## src/rtl/alarm_pkg.sv

```systemverilog
// Shared types and constants for the alarm controller: state encoding,
// calendar field widths and field limits.
package alarm_pkg;

    localparam int SEC_W  = 6;
    localparam int MIN_W  = 6;
    localparam int HOUR_W = 5;

    localparam logic [SEC_W-1:0]  SEC_MAX  = 6'd59;
    localparam logic [MIN_W-1:0]  MIN_MAX  = 6'd59;
    localparam logic [HOUR_W-1:0] HOUR_MAX = 5'd23;

    typedef enum logic [1:0] {
        ST_IDLE    = 2'd0,
        ST_ARMED   = 2'd1,
        ST_RINGING = 2'd2,
        ST_SNOOZED = 2'd3
    } state_e;

endpackage

```

## src/rtl/alarm_ctrl_if.sv

```systemverilog
// Bundle of calendar time, user controls and alarm status between the
// alarm controller (slave) and whoever drives it (master).
interface alarm_ctrl_if;
    import alarm_pkg::*;

    logic [SEC_W-1:0]  SECOND;
    logic [MIN_W-1:0]  MINUTE;
    logic [HOUR_W-1:0] HOUR;
    logic              ARM;
    logic              SET_EN;
    logic [HOUR_W-1:0] SET_HOUR;
    logic [MIN_W-1:0]  SET_MINUTE;
    logic              STOP;
    logic              SNOOZE;
    logic              RING;
    logic [HOUR_W-1:0] ALARM_HOUR;
    logic [MIN_W-1:0]  ALARM_MINUTE;
    logic [1:0]        STATE;
    logic              SET_ERR;

    modport master (
        output SECOND, MINUTE, HOUR, ARM, SET_EN, SET_HOUR, SET_MINUTE, STOP, SNOOZE,
        input  RING, ALARM_HOUR, ALARM_MINUTE, STATE, SET_ERR
    );

    modport slave (
        input  SECOND, MINUTE, HOUR, ARM, SET_EN, SET_HOUR, SET_MINUTE, STOP, SNOOZE,
        output RING, ALARM_HOUR, ALARM_MINUTE, STATE, SET_ERR
    );

endinterface

```

## src/rtl/alarm_ctrl_time_add_min.sv

```systemverilog
// Combinational HOUR:MINUTE + N_MIN minutes, wrapping minutes mod 60 and
// hours mod 24. Inputs are assumed to be legal calendar values.
module time_add_min
    import alarm_pkg::*;
#(
    parameter int N_MIN = 5
) (
    input  logic [HOUR_W-1:0] hour_i,
    input  logic [MIN_W-1:0]  min_i,
    output logic [HOUR_W-1:0] hour_o,
    output logic [MIN_W-1:0]  min_o
);

    logic [MIN_W:0]  min_sum;
    logic [MIN_W:0]  min_wrap;
    logic            carry;
    logic [HOUR_W:0] hour_sum;

    // Minute add with single carry into the hour, then day wrap on the hour.
    always_comb begin
        min_sum  = {1'b0, min_i} + 7'(N_MIN);
        carry    = (min_sum > {1'b0, MIN_MAX});
        min_wrap = carry ? (min_sum - ({1'b0, MIN_MAX} + 7'd1)) : min_sum;
        hour_sum = {1'b0, hour_i} + {{HOUR_W{1'b0}}, carry};
        min_o    = min_wrap[MIN_W-1:0];
        hour_o   = (hour_sum > {1'b0, HOUR_MAX}) ? '0 : hour_sum[HOUR_W-1:0];
    end

endmodule

```

## src/rtl/alarm_ctrl.sv

```systemverilog
// Alarm controller: detects second ticks from the calendar, compares the
// running time against the programmed alarm or snooze target, and runs the
// IDLE/ARMED/RINGING/SNOOZED state machine that drives RING.
module alarm_ctrl
    import alarm_pkg::*;
#(
    parameter int RING_SECONDS   = 60,
    parameter int SNOOZE_MINUTES = 5
) (
    input  logic         CLK_IN,
    input  logic         RST_N,
    alarm_ctrl_if.slave  bus
);

    state_e            state_q, state_d;
    logic [7:0]        ring_cnt_q, ring_cnt_d;
    logic [SEC_W-1:0]  sec_q;
    logic              prev_valid_q;
    logic [HOUR_W-1:0] alarm_hour_q;
    logic [MIN_W-1:0]  alarm_min_q;
    logic [HOUR_W-1:0] snz_hour_q;
    logic [MIN_W-1:0]  snz_min_q;
    logic [HOUR_W-1:0] snz_hour_calc;
    logic [MIN_W-1:0]  snz_min_calc;
    logic              ring_q;
    logic              set_err_q;
    logic              snz_load;
    logic              tick;
    logic              set_valid;
    logic              match_alarm;
    logic              match_snooze;

    time_add_min #(.N_MIN(SNOOZE_MINUTES)) u_snz_add (
        .hour_i (bus.HOUR),
        .min_i  (bus.MINUTE),
        .hour_o (snz_hour_calc),
        .min_o  (snz_min_calc)
    );

    // A tick is any change of SECOND; matches only count on a tick so a
    // frozen calendar time can never re-fire the alarm.
    assign tick         = prev_valid_q && (bus.SECOND != sec_q);
    assign match_alarm  = tick && (bus.SECOND == '0) &&
                          (bus.HOUR == alarm_hour_q) && (bus.MINUTE == alarm_min_q);
    assign match_snooze = tick && (bus.SECOND == '0) &&
                          (bus.HOUR == snz_hour_q) && (bus.MINUTE == snz_min_q);
    assign set_valid    = bus.SET_EN && (bus.SET_HOUR <= HOUR_MAX) &&
                          (bus.SET_MINUTE <= MIN_MAX);

    // Next-state logic; priority is !ARM, valid SET_EN, STOP, SNOOZE, tick/match.
    always_comb begin
        state_d    = state_q;
        ring_cnt_d = ring_cnt_q;
        snz_load   = 1'b0;
        if (!bus.ARM) begin
            state_d = ST_IDLE;
        end else if (set_valid) begin
            if (state_q == ST_RINGING || state_q == ST_SNOOZED) begin
                state_d = ST_ARMED;
            end
        end else begin
            case (state_q)
                ST_IDLE: state_d = ST_ARMED;
                ST_ARMED: begin
                    if (match_alarm) begin
                        state_d    = ST_RINGING;
                        ring_cnt_d = '0;
                    end
                end
                ST_RINGING: begin
                    if (bus.STOP) begin
                        state_d = ST_ARMED;
                    end else if (bus.SNOOZE) begin
                        state_d  = ST_SNOOZED;
                        snz_load = 1'b1;
                    end else if (tick) begin
                        if (ring_cnt_q == 8'(RING_SECONDS - 1)) begin
                            state_d = ST_ARMED;
                        end else begin
                            ring_cnt_d = ring_cnt_q + 8'd1;
                        end
                    end
                end
                ST_SNOOZED: begin
                    if (bus.STOP) begin
                        state_d = ST_ARMED;
                    end else if (match_snooze) begin
                        state_d    = ST_RINGING;
                        ring_cnt_d = '0;
                    end
                end
                default: state_d = ST_IDLE;
            endcase
        end
    end

    // State, ring counter and registered status outputs.
    always_ff @(posedge CLK_IN) begin
        if (!RST_N) begin
            state_q    <= ST_IDLE;
            ring_cnt_q <= '0;
            ring_q     <= 1'b0;
            set_err_q  <= 1'b0;
        end else begin
            state_q    <= state_d;
            ring_cnt_q <= ring_cnt_d;
            ring_q     <= (state_d == ST_RINGING);
            set_err_q  <= bus.SET_EN && !set_valid;
        end
    end

    // Second history for tick detection; prev_valid blocks a bogus tick
    // on the first cycle out of reset.
    always_ff @(posedge CLK_IN) begin
        if (!RST_N) begin
            sec_q        <= '0;
            prev_valid_q <= 1'b0;
        end else begin
            sec_q        <= bus.SECOND;
            prev_valid_q <= 1'b1;
        end
    end

    // Programmed alarm time (loaded only when legal) and snooze target.
    always_ff @(posedge CLK_IN) begin
        if (!RST_N) begin
            alarm_hour_q <= '0;
            alarm_min_q  <= '0;
            snz_hour_q   <= '0;
            snz_min_q    <= '0;
        end else begin
            if (set_valid) begin
                alarm_hour_q <= bus.SET_HOUR;
                alarm_min_q  <= bus.SET_MINUTE;
            end
            if (snz_load) begin
                snz_hour_q <= snz_hour_calc;
                snz_min_q  <= snz_min_calc;
            end
        end
    end

    assign bus.RING         = ring_q;
    assign bus.STATE        = state_q;
    assign bus.ALARM_HOUR   = alarm_hour_q;
    assign bus.ALARM_MINUTE = alarm_min_q;
    assign bus.SET_ERR      = set_err_q;

endmodule

```

## src/flat_wrapper.sv

```systemverilog
// flat-port wrapper written by rule: the top's interface ports become plain ports
module alarm_ctrl_flat import alarm_pkg::*;
#(
    parameter int RING_SECONDS   = 60,
    parameter int SNOOZE_MINUTES = 5
)
  (CLK_IN, RST_N, bus_SECOND, bus_MINUTE, bus_HOUR, bus_ARM, bus_SET_EN, bus_SET_HOUR, bus_SET_MINUTE, bus_STOP, bus_SNOOZE, bus_RING, bus_ALARM_HOUR, bus_ALARM_MINUTE, bus_STATE, bus_SET_ERR);
  alarm_ctrl_if bus_i ();
  input  logic CLK_IN;
  input  logic RST_N;
  input wire logic [$bits(bus_i.SECOND)-1:0] bus_SECOND;
  input wire logic [$bits(bus_i.MINUTE)-1:0] bus_MINUTE;
  input wire logic [$bits(bus_i.HOUR)-1:0] bus_HOUR;
  input wire logic [$bits(bus_i.ARM)-1:0] bus_ARM;
  input wire logic [$bits(bus_i.SET_EN)-1:0] bus_SET_EN;
  input wire logic [$bits(bus_i.SET_HOUR)-1:0] bus_SET_HOUR;
  input wire logic [$bits(bus_i.SET_MINUTE)-1:0] bus_SET_MINUTE;
  input wire logic [$bits(bus_i.STOP)-1:0] bus_STOP;
  input wire logic [$bits(bus_i.SNOOZE)-1:0] bus_SNOOZE;
  output wire logic [$bits(bus_i.RING)-1:0] bus_RING;
  output wire logic [$bits(bus_i.ALARM_HOUR)-1:0] bus_ALARM_HOUR;
  output wire logic [$bits(bus_i.ALARM_MINUTE)-1:0] bus_ALARM_MINUTE;
  output wire logic [$bits(bus_i.STATE)-1:0] bus_STATE;
  output wire logic [$bits(bus_i.SET_ERR)-1:0] bus_SET_ERR;
  assign bus_i.SECOND = bus_SECOND;
  assign bus_i.MINUTE = bus_MINUTE;
  assign bus_i.HOUR = bus_HOUR;
  assign bus_i.ARM = bus_ARM;
  assign bus_i.SET_EN = bus_SET_EN;
  assign bus_i.SET_HOUR = bus_SET_HOUR;
  assign bus_i.SET_MINUTE = bus_SET_MINUTE;
  assign bus_i.STOP = bus_STOP;
  assign bus_i.SNOOZE = bus_SNOOZE;
  assign bus_RING = bus_i.RING;
  assign bus_ALARM_HOUR = bus_i.ALARM_HOUR;
  assign bus_ALARM_MINUTE = bus_i.ALARM_MINUTE;
  assign bus_STATE = bus_i.STATE;
  assign bus_SET_ERR = bus_i.SET_ERR;
  alarm_ctrl #(.RING_SECONDS(RING_SECONDS), .SNOOZE_MINUTES(SNOOZE_MINUTES)) u_core (.CLK_IN(CLK_IN), .RST_N(RST_N), .bus(bus_i));
endmodule
```

## config.mk

```make
export PLATFORM = sky130hd
export DESIGN_NAME = alarm_ctrl_flat
export DESIGN_NICKNAME = d
export VERILOG_FILES = /design/src/rtl/alarm_pkg.sv /design/src/rtl/alarm_ctrl_if.sv /design/src/rtl/alarm_ctrl_time_add_min.sv /design/src/rtl/alarm_ctrl.sv /design/src/flat_wrapper.sv
export SDC_FILE = /design/constraint.sdc
export NUM_CORES = 1
export LEC_CHECK = 0
export BUFFER_PORTS_ARGS = -buffer_cell sky130_fd_sc_hd__buf_2
export CAP_MARGIN = 10
export CELL_PAD_IN_SITES_DETAIL_PLACEMENT = 1
export CELL_PAD_IN_SITES_GLOBAL_PLACEMENT = 2
export CORE_UTILIZATION = 30
export CTS_BUF_LIST = sky130_fd_sc_hd__clkbuf_4 sky130_fd_sc_hd__clkbuf_8
export DETAILED_ROUTE_END_ITERATION = 16
export MAX_ROUTING_LAYER = met4
export PLACE_DENSITY = 0.87
export SYNTH_ARGS = -nofsm -noshare
export SYNTH_HDL_FRONTEND = slang
export SYNTH_SLANG_ARGS = --single-unit
```

## constraint.sdc

```tcl
create_clock -name CLK_IN -period 2.6 [get_ports CLK_IN]
set_clock_uncertainty 0.05 [all_clocks]
set_input_delay 0.39 -clock CLK_IN [delete_from_list [all_inputs] [get_ports CLK_IN]]
set_output_delay 0.39 -clock CLK_IN [all_outputs]
set_load 0.01 [all_outputs]
```

## Yosys cells after proc, flatten, opt, wreduce, memory -nomap -nowiden

Index checks and enable logic that the tools add are counted.

| word-level totals | value |
|---|---|
| flip-flop bits (word level) | 41 |
| bits of input ports | 34 |
| output and inout port bits | 15 |
| logic and storage cells | 78 |

| operators by class | value |
|---|---|
| add/subtract/negate cells | 4 |
| $lt $le $gt $ge | 4 |
| equal/unequal tests | 17 |
| mux-type cells | 27 |
| bitwise operators | 1 |
| reduce and logical (&&, ||, !) cells | 15 |

Operators by type and width:

| operator | number |
|---|---|
| $mux 8 | 7 |
| $pmux 8 s3 | 1 |
| $mux 2 | 10 |
| $eq 6x6->1 | 2 |
| $eq 5x5->1 | 2 |
| $reduce_and 10->1 | 1 |
| $logic_and 1x1->1 | 9 |
| $add 8x1->8 const B | 1 |
| $eq 8x6->1 const B | 1 |
| $ne 2x2->1 const B | 4 |
| $pmux 2 s4 | 1 |
| $add 6x3->7 const B | 1 |
| $gt 7x6->1 const B | 1 |
| $add 5x1->6 | 1 |
| $eq 2x2->1 const B | 3 |
| $gt 6x5->1 const B | 1 |
| $le 6x6->1 const B | 1 |
| $logic_not 6->1 | 1 |
| $mux 1 | 6 |
| $mux 6 | 1 |
| $ne 2x1->1 const B | 3 |
| $ne 6x6->1 | 1 |
| $sub 6x6->6 const B | 1 |
| $le 5x5->1 const B | 1 |
| 7 further kinds | 7 |

## Logic depth before layout (Yosys ltp)

| depth | value |
|---|---|
| word-level depth | 11 |
| gate-level depth with buffers | 14 |
| mapped depth without buffers | 13 |

## Cells and area by module

From an unflattened synthesis, not the netlist that was laid out.

| unflattened totals | value |
|---|---|
| cells, all modules | 280 |
| area total of the unflattened synthesis | 2477.4 µm² |

Modules (own cells, without submodules):

| module | times used | cells each | area an instance (µm²) |
|---|---|---|---|
| alarm_ctrl | 1 | 223 | 2043.2 |
| time_add_min | 1 | 57 | 434.2 |

## Least setup slack after synthesis

OpenSTA, ideal clock, no wires.

| path | value |
|---|---|
| path kind | input -> register |
| start point | input port bus_MINUTE[0] |
| end point | register u_core.snz_hour_q[0] |
| setup time | 0.066 ns |
| arrival time | 2.670 ns |
| required time | 2.484 ns |
| path slack | -0.186 ns |
| stages on the path | 13 |
| buffers on the path | 1 |
| path through | buf_4 a21oi_2 xnor2_1 ha_1 nand2_1 o32a_4 ha_1 ha_1 nand3_1 o21ai_0 a211oi_1 a22oi_1 nor2_1 |

| between the ends | value |
|---|---|
| word-level cells in the longest chain between the ends | 5 |

Ends and longest elaborated chain:

| element | RTL line | RTL |
|---|---|---|
| start, declared | flat_wrapper.sv:12 | `input wire logic [$bits(bus_i.MINUTE)-1:0] bus_MINUTE;` |
| $add 6x3->7 (*) | alarm_ctrl_time_add_min.sv:21 | `min_sum = {1'b0, min_i} + 7'(N_MIN);` |
| $gt 7x6->1 (*) | alarm_ctrl_time_add_min.sv:22 | `carry = (min_sum > {1'b0, MIN_MAX});` |
| $add 5x1->6 (*) | alarm_ctrl_time_add_min.sv:24 | `hour_sum = {1'b0, hour_i} + {{HOUR_W{1'b0}}, carry};` |
| $gt 6x5->1 | alarm_ctrl_time_add_min.sv:26 | `hour_o = (hour_sum > {1'b0, HOUR_MAX}) ? '0 : hour_sum[HOUR_W-1:0];` |
| $mux 5 (*) | alarm_ctrl_time_add_min.sv:26 |  |
| end signal, assigned | alarm_ctrl.sv:137 | `snz_hour_q <= snz_hour_calc;` |
| end, declared | alarm_ctrl.sv:21 | `logic [HOUR_W-1:0] snz_hour_q;` |

Every way passes the cells marked *; elsewhere a longest branch is shown, timed or not.
A chain may end at the register's enable or synchronous reset.

## Worst setup path after layout

| path | value |
|---|---|
| start point | input port bus_MINUTE[0] |
| end point | register u_core.snz_hour_q[1] |

The elaborated chain is that of the path after synthesis.

==> impl_metrics.env <==
export IMPL_synth_seq_area_share=0.334
export IMPL_crit_type="in -> reg"
export IMPL_dr_pass1_iters=4
export IMPL_cts_clk_slew_worst_paths_ps=90
export IMPL_vias_per_cell=5.22
export IMPL_hp_class="in -> reg"
export IMPL_synth_top_area_cell="dfxtp_1"
export IMPL_cts_tree="built"
export IMPL_min_delay_path_depth=3
export IMPL_ys_warnings_count=0
export IMPL_nets=396
export IMPL_initial_core_util=0.313
export IMPL_ios=49
export IMPL_worstPathMaxFanout=4
export IMPL_fin_util=0.397
export IMPL_finalCritPeriodShare=0.949
export IMPL_ys_types=47
export IMPL_grt_pass1_vias=2489
export IMPL_dpl_hpwl_mm=5.57
export IMPL_cts_buffers=5
export IMPL_drv_slew=0
export IMPL_wirelength_mm=7.07
export IMPL_avgSynthCellArea_um2=8.42
export IMPL_tightest_slew_ps=449
export IMPL_wl_met2_mm=3.27
export IMPL_io_buffers=48
export IMPL_hold_worst_slack_ps=269
export IMPL_wl_per_cell_um=15.4
export IMPL_netlist_instances=292
export IMPL_syn_area_um2=2460
export IMPL_grt_pass1_wl_mm=12.2
export IMPL_grt_max_degree=26
export IMPL_wl_met1_mm=3.42
export IMPL_synth_edf_count=0
export IMPL_crit_arrival_ps=2650
export IMPL_dr_first_iter_drc_count=97
export IMPL_yosys_area_share_simple=0.278
export IMPL_die_w_um=92.6
export IMPL_synth_area_leaders="dfxtp_1 (33%), xnor2_1 (12%), nand4_1 (4.6%)"
export IMPL_finalSetupViolCount=0
export IMPL_dieArea_um2=8570
export IMPL_globalRouteOverflowTotal=0
export IMPL_cts_path_max_buffers=2
export IMPL_hold_violations=0
export IMPL_finalCriticalPeriod_ps=2470
export IMPL_detail_route_antenna_nets=0
export IMPL_diodes=0
export IMPL_grt_use_total=0.184
export IMPL_ys_seq_elements=41
export IMPL_core_rowCount=32
export IMPL_leakage_uw=0.00119
export IMPL_synth_top_area_frac=0.334
export IMPL_max_slew_margin_rel=0.698
export IMPL_synth_flop_cell="dfxtp_1"
export IMPL_core_area_um2=7850
export IMPL_dr_wl_met3_um=246
export IMPL_crit_path_end_kind="flip-flop"
export IMPL_antenna_found_initial=0
export IMPL_final_cell_mix="buf_2 (47), dfxtp_1 (41), xnor2_1 (32)"
export IMPL_htreeDepth=2
export IMPL_clock_latency_ps=300
export IMPL_syn2layout_area_growth_pct=26.7
export IMPL_yosys_mux_area_fraction=0.0203
export IMPL_drive_above_1_share=0.281
export IMPL_drv_cap=0
export IMPL_routed_top_layer="met4"
export IMPL_fillerInstances=977
export IMPL_reg2reg_depth=6
export IMPL_p_per_area_nw_per_um2=471
export IMPL_die_h_um=92.6
export IMPL_cts_root_buf="clkbuf_8"
export IMPL_cp_required_ps=2780
export IMPL_dr_total_vias=2389
export IMPL_yosys_area_share_xor_xnor=0.132
export IMPL_layout_commonest_cell="buf_2"
export IMPL_synth_compound_area_frac=0.164
export IMPL_synth_nets=333
export IMPL_status="finished clean"
export IMPL_async_flop_share=0
export IMPL_peakVddDrop_mv=0.189
export IMPL_synth_top_family_by_area="simple AND/OR/NAND/NOR gates"
export IMPL_synth_fa_ha_area_frac=0.0356
export IMPL_cp_start_kind="input port"
export IMPL_drc_errors=0
export IMPL_fmax_mhz=405
export IMPL_gp_congestion=0.856
export IMPL_cts_sinks=41
[worst paths after layout]
path                   startpoint                        to  slack, ps
max                 bus_MINUTE[0]      u_core.snz_hour_q[1]        130
min               bus_SET_HOUR[0]  u_core.bus.ALARM_HOUR[0]        270
max reg2reg   u_core.bus.STATE[1]       u_core.snz_min_q[4]        650
min reg2reg  u_core.ring_cnt_q[5]      u_core.ring_cnt_q[5]        440
[metal layers]
layer / GRT usage / vias to the layer above
li1: - / 1178
met5: - / -
met3: 0.0287 / 11
met2: 0.295 / 48
met1: 0.235 / 1152
met4: 0.0638 / 0
[critical path: stages]
cell      delay, ps
clkbuf_4        150
buf_4           120
a21oi_4          60
buf_4           140
or3b_1          380
a21oi_2         190
o32a_4          200
ha_4            140
buf_4           120
nand2_1          50
nand3_1          80
o21ai_1          70
a211oi_2        340
a22oi_1         120
nor2_1          100
[sequential cells by signal (all words and copies together) (netlist names)]
signal and flops:
u_core.bus.ALARM_HOUR 5, u_core.bus.ALARM_MINUTE 6, u_core.bus.RING 1, u_core.bus.SET_ERR 1, u_core.bus.STATE 2, u_core.prev_valid_q 1
u_core.ring_cnt_q 8, u_core.sec_q 6, u_core.snz_hour_q 5, u_core.snz_min_q 6
[cell type report]
| type | instances | area [um2] | share of cell area |
|---|---|---|---|
| Timing Repair Buffer | 71 | 415 | 0.133 |
| Clock buffer | 6 | 76.3 | 0.0245 |
| Tap cell | 102 | 128 | 0.0409 |
| Clock inverter | 2 | 38.8 | 0.0124 |
| Inverter | 6 | 22.5 | 0.00723 |
| Sequential cell | 41 | 821 | 0.263 |
| Multi-Input combinational cell | 230 | 1620 | 0.518 |
[power by group]
part | internal [uW] | total [uW] | switching [uW]
Clock | 299 | 536 | 237
Combinational | 123 | 272 | 149
Sequential | 645 | 660 | 14.9
Total | 1070 | 1470 | 400
[synth_stat cells, drive strengths merged (5+ instances only)]
library cell and number:
dfxtp 41, xnor2 33, nand2 27, nor2 25, nand4 19, a21oi 15
nand3 15, nor3 12, and2 8, clkbuf 8, o21ai 8, buf 7
ha 7, inv 6, a22oi 5, mux2i 5
[metrics by stage]
stage | setup TNS, ps | std cells | area, um2 | setup slack, ps | total power (uW)
2_1_floorplan | 0 | 292 | 2480 | 11.8 | 822
3_3_place_gp | -665 | 448 | 2940 | -156 | 930
3_5_place_dp | -959 | 448 | 2940 | -221 | 937
4_1_cts | 0 | 456 | 3050 | 74.3 | 1470
5_1_grt | -6.91 | 458 | 3120 | -6.91 | 1540
6_report | 0 | 458 | 3120 | 133 | 1470
[cells by family (layout without fill, tap and decap cells)]
family,after synthesis,in the layout
AO/OA/AOI/OAI,55,55
adder cells (fa/ha/maj),7,7
multiplexers,5,5
XOR/XNOR,37,37
flip-flops,41,41
buffers and inverters,21,85
AND/OR/NAND/NOR,126,126
[repair_timing]
action                                  CTS  global route
buffers inserted                          0             2
gates resized for setup                   0            12
endpoints found under the setup margin    0             5
hold buffers                              0             0
(Power assumes the default switching activity.)
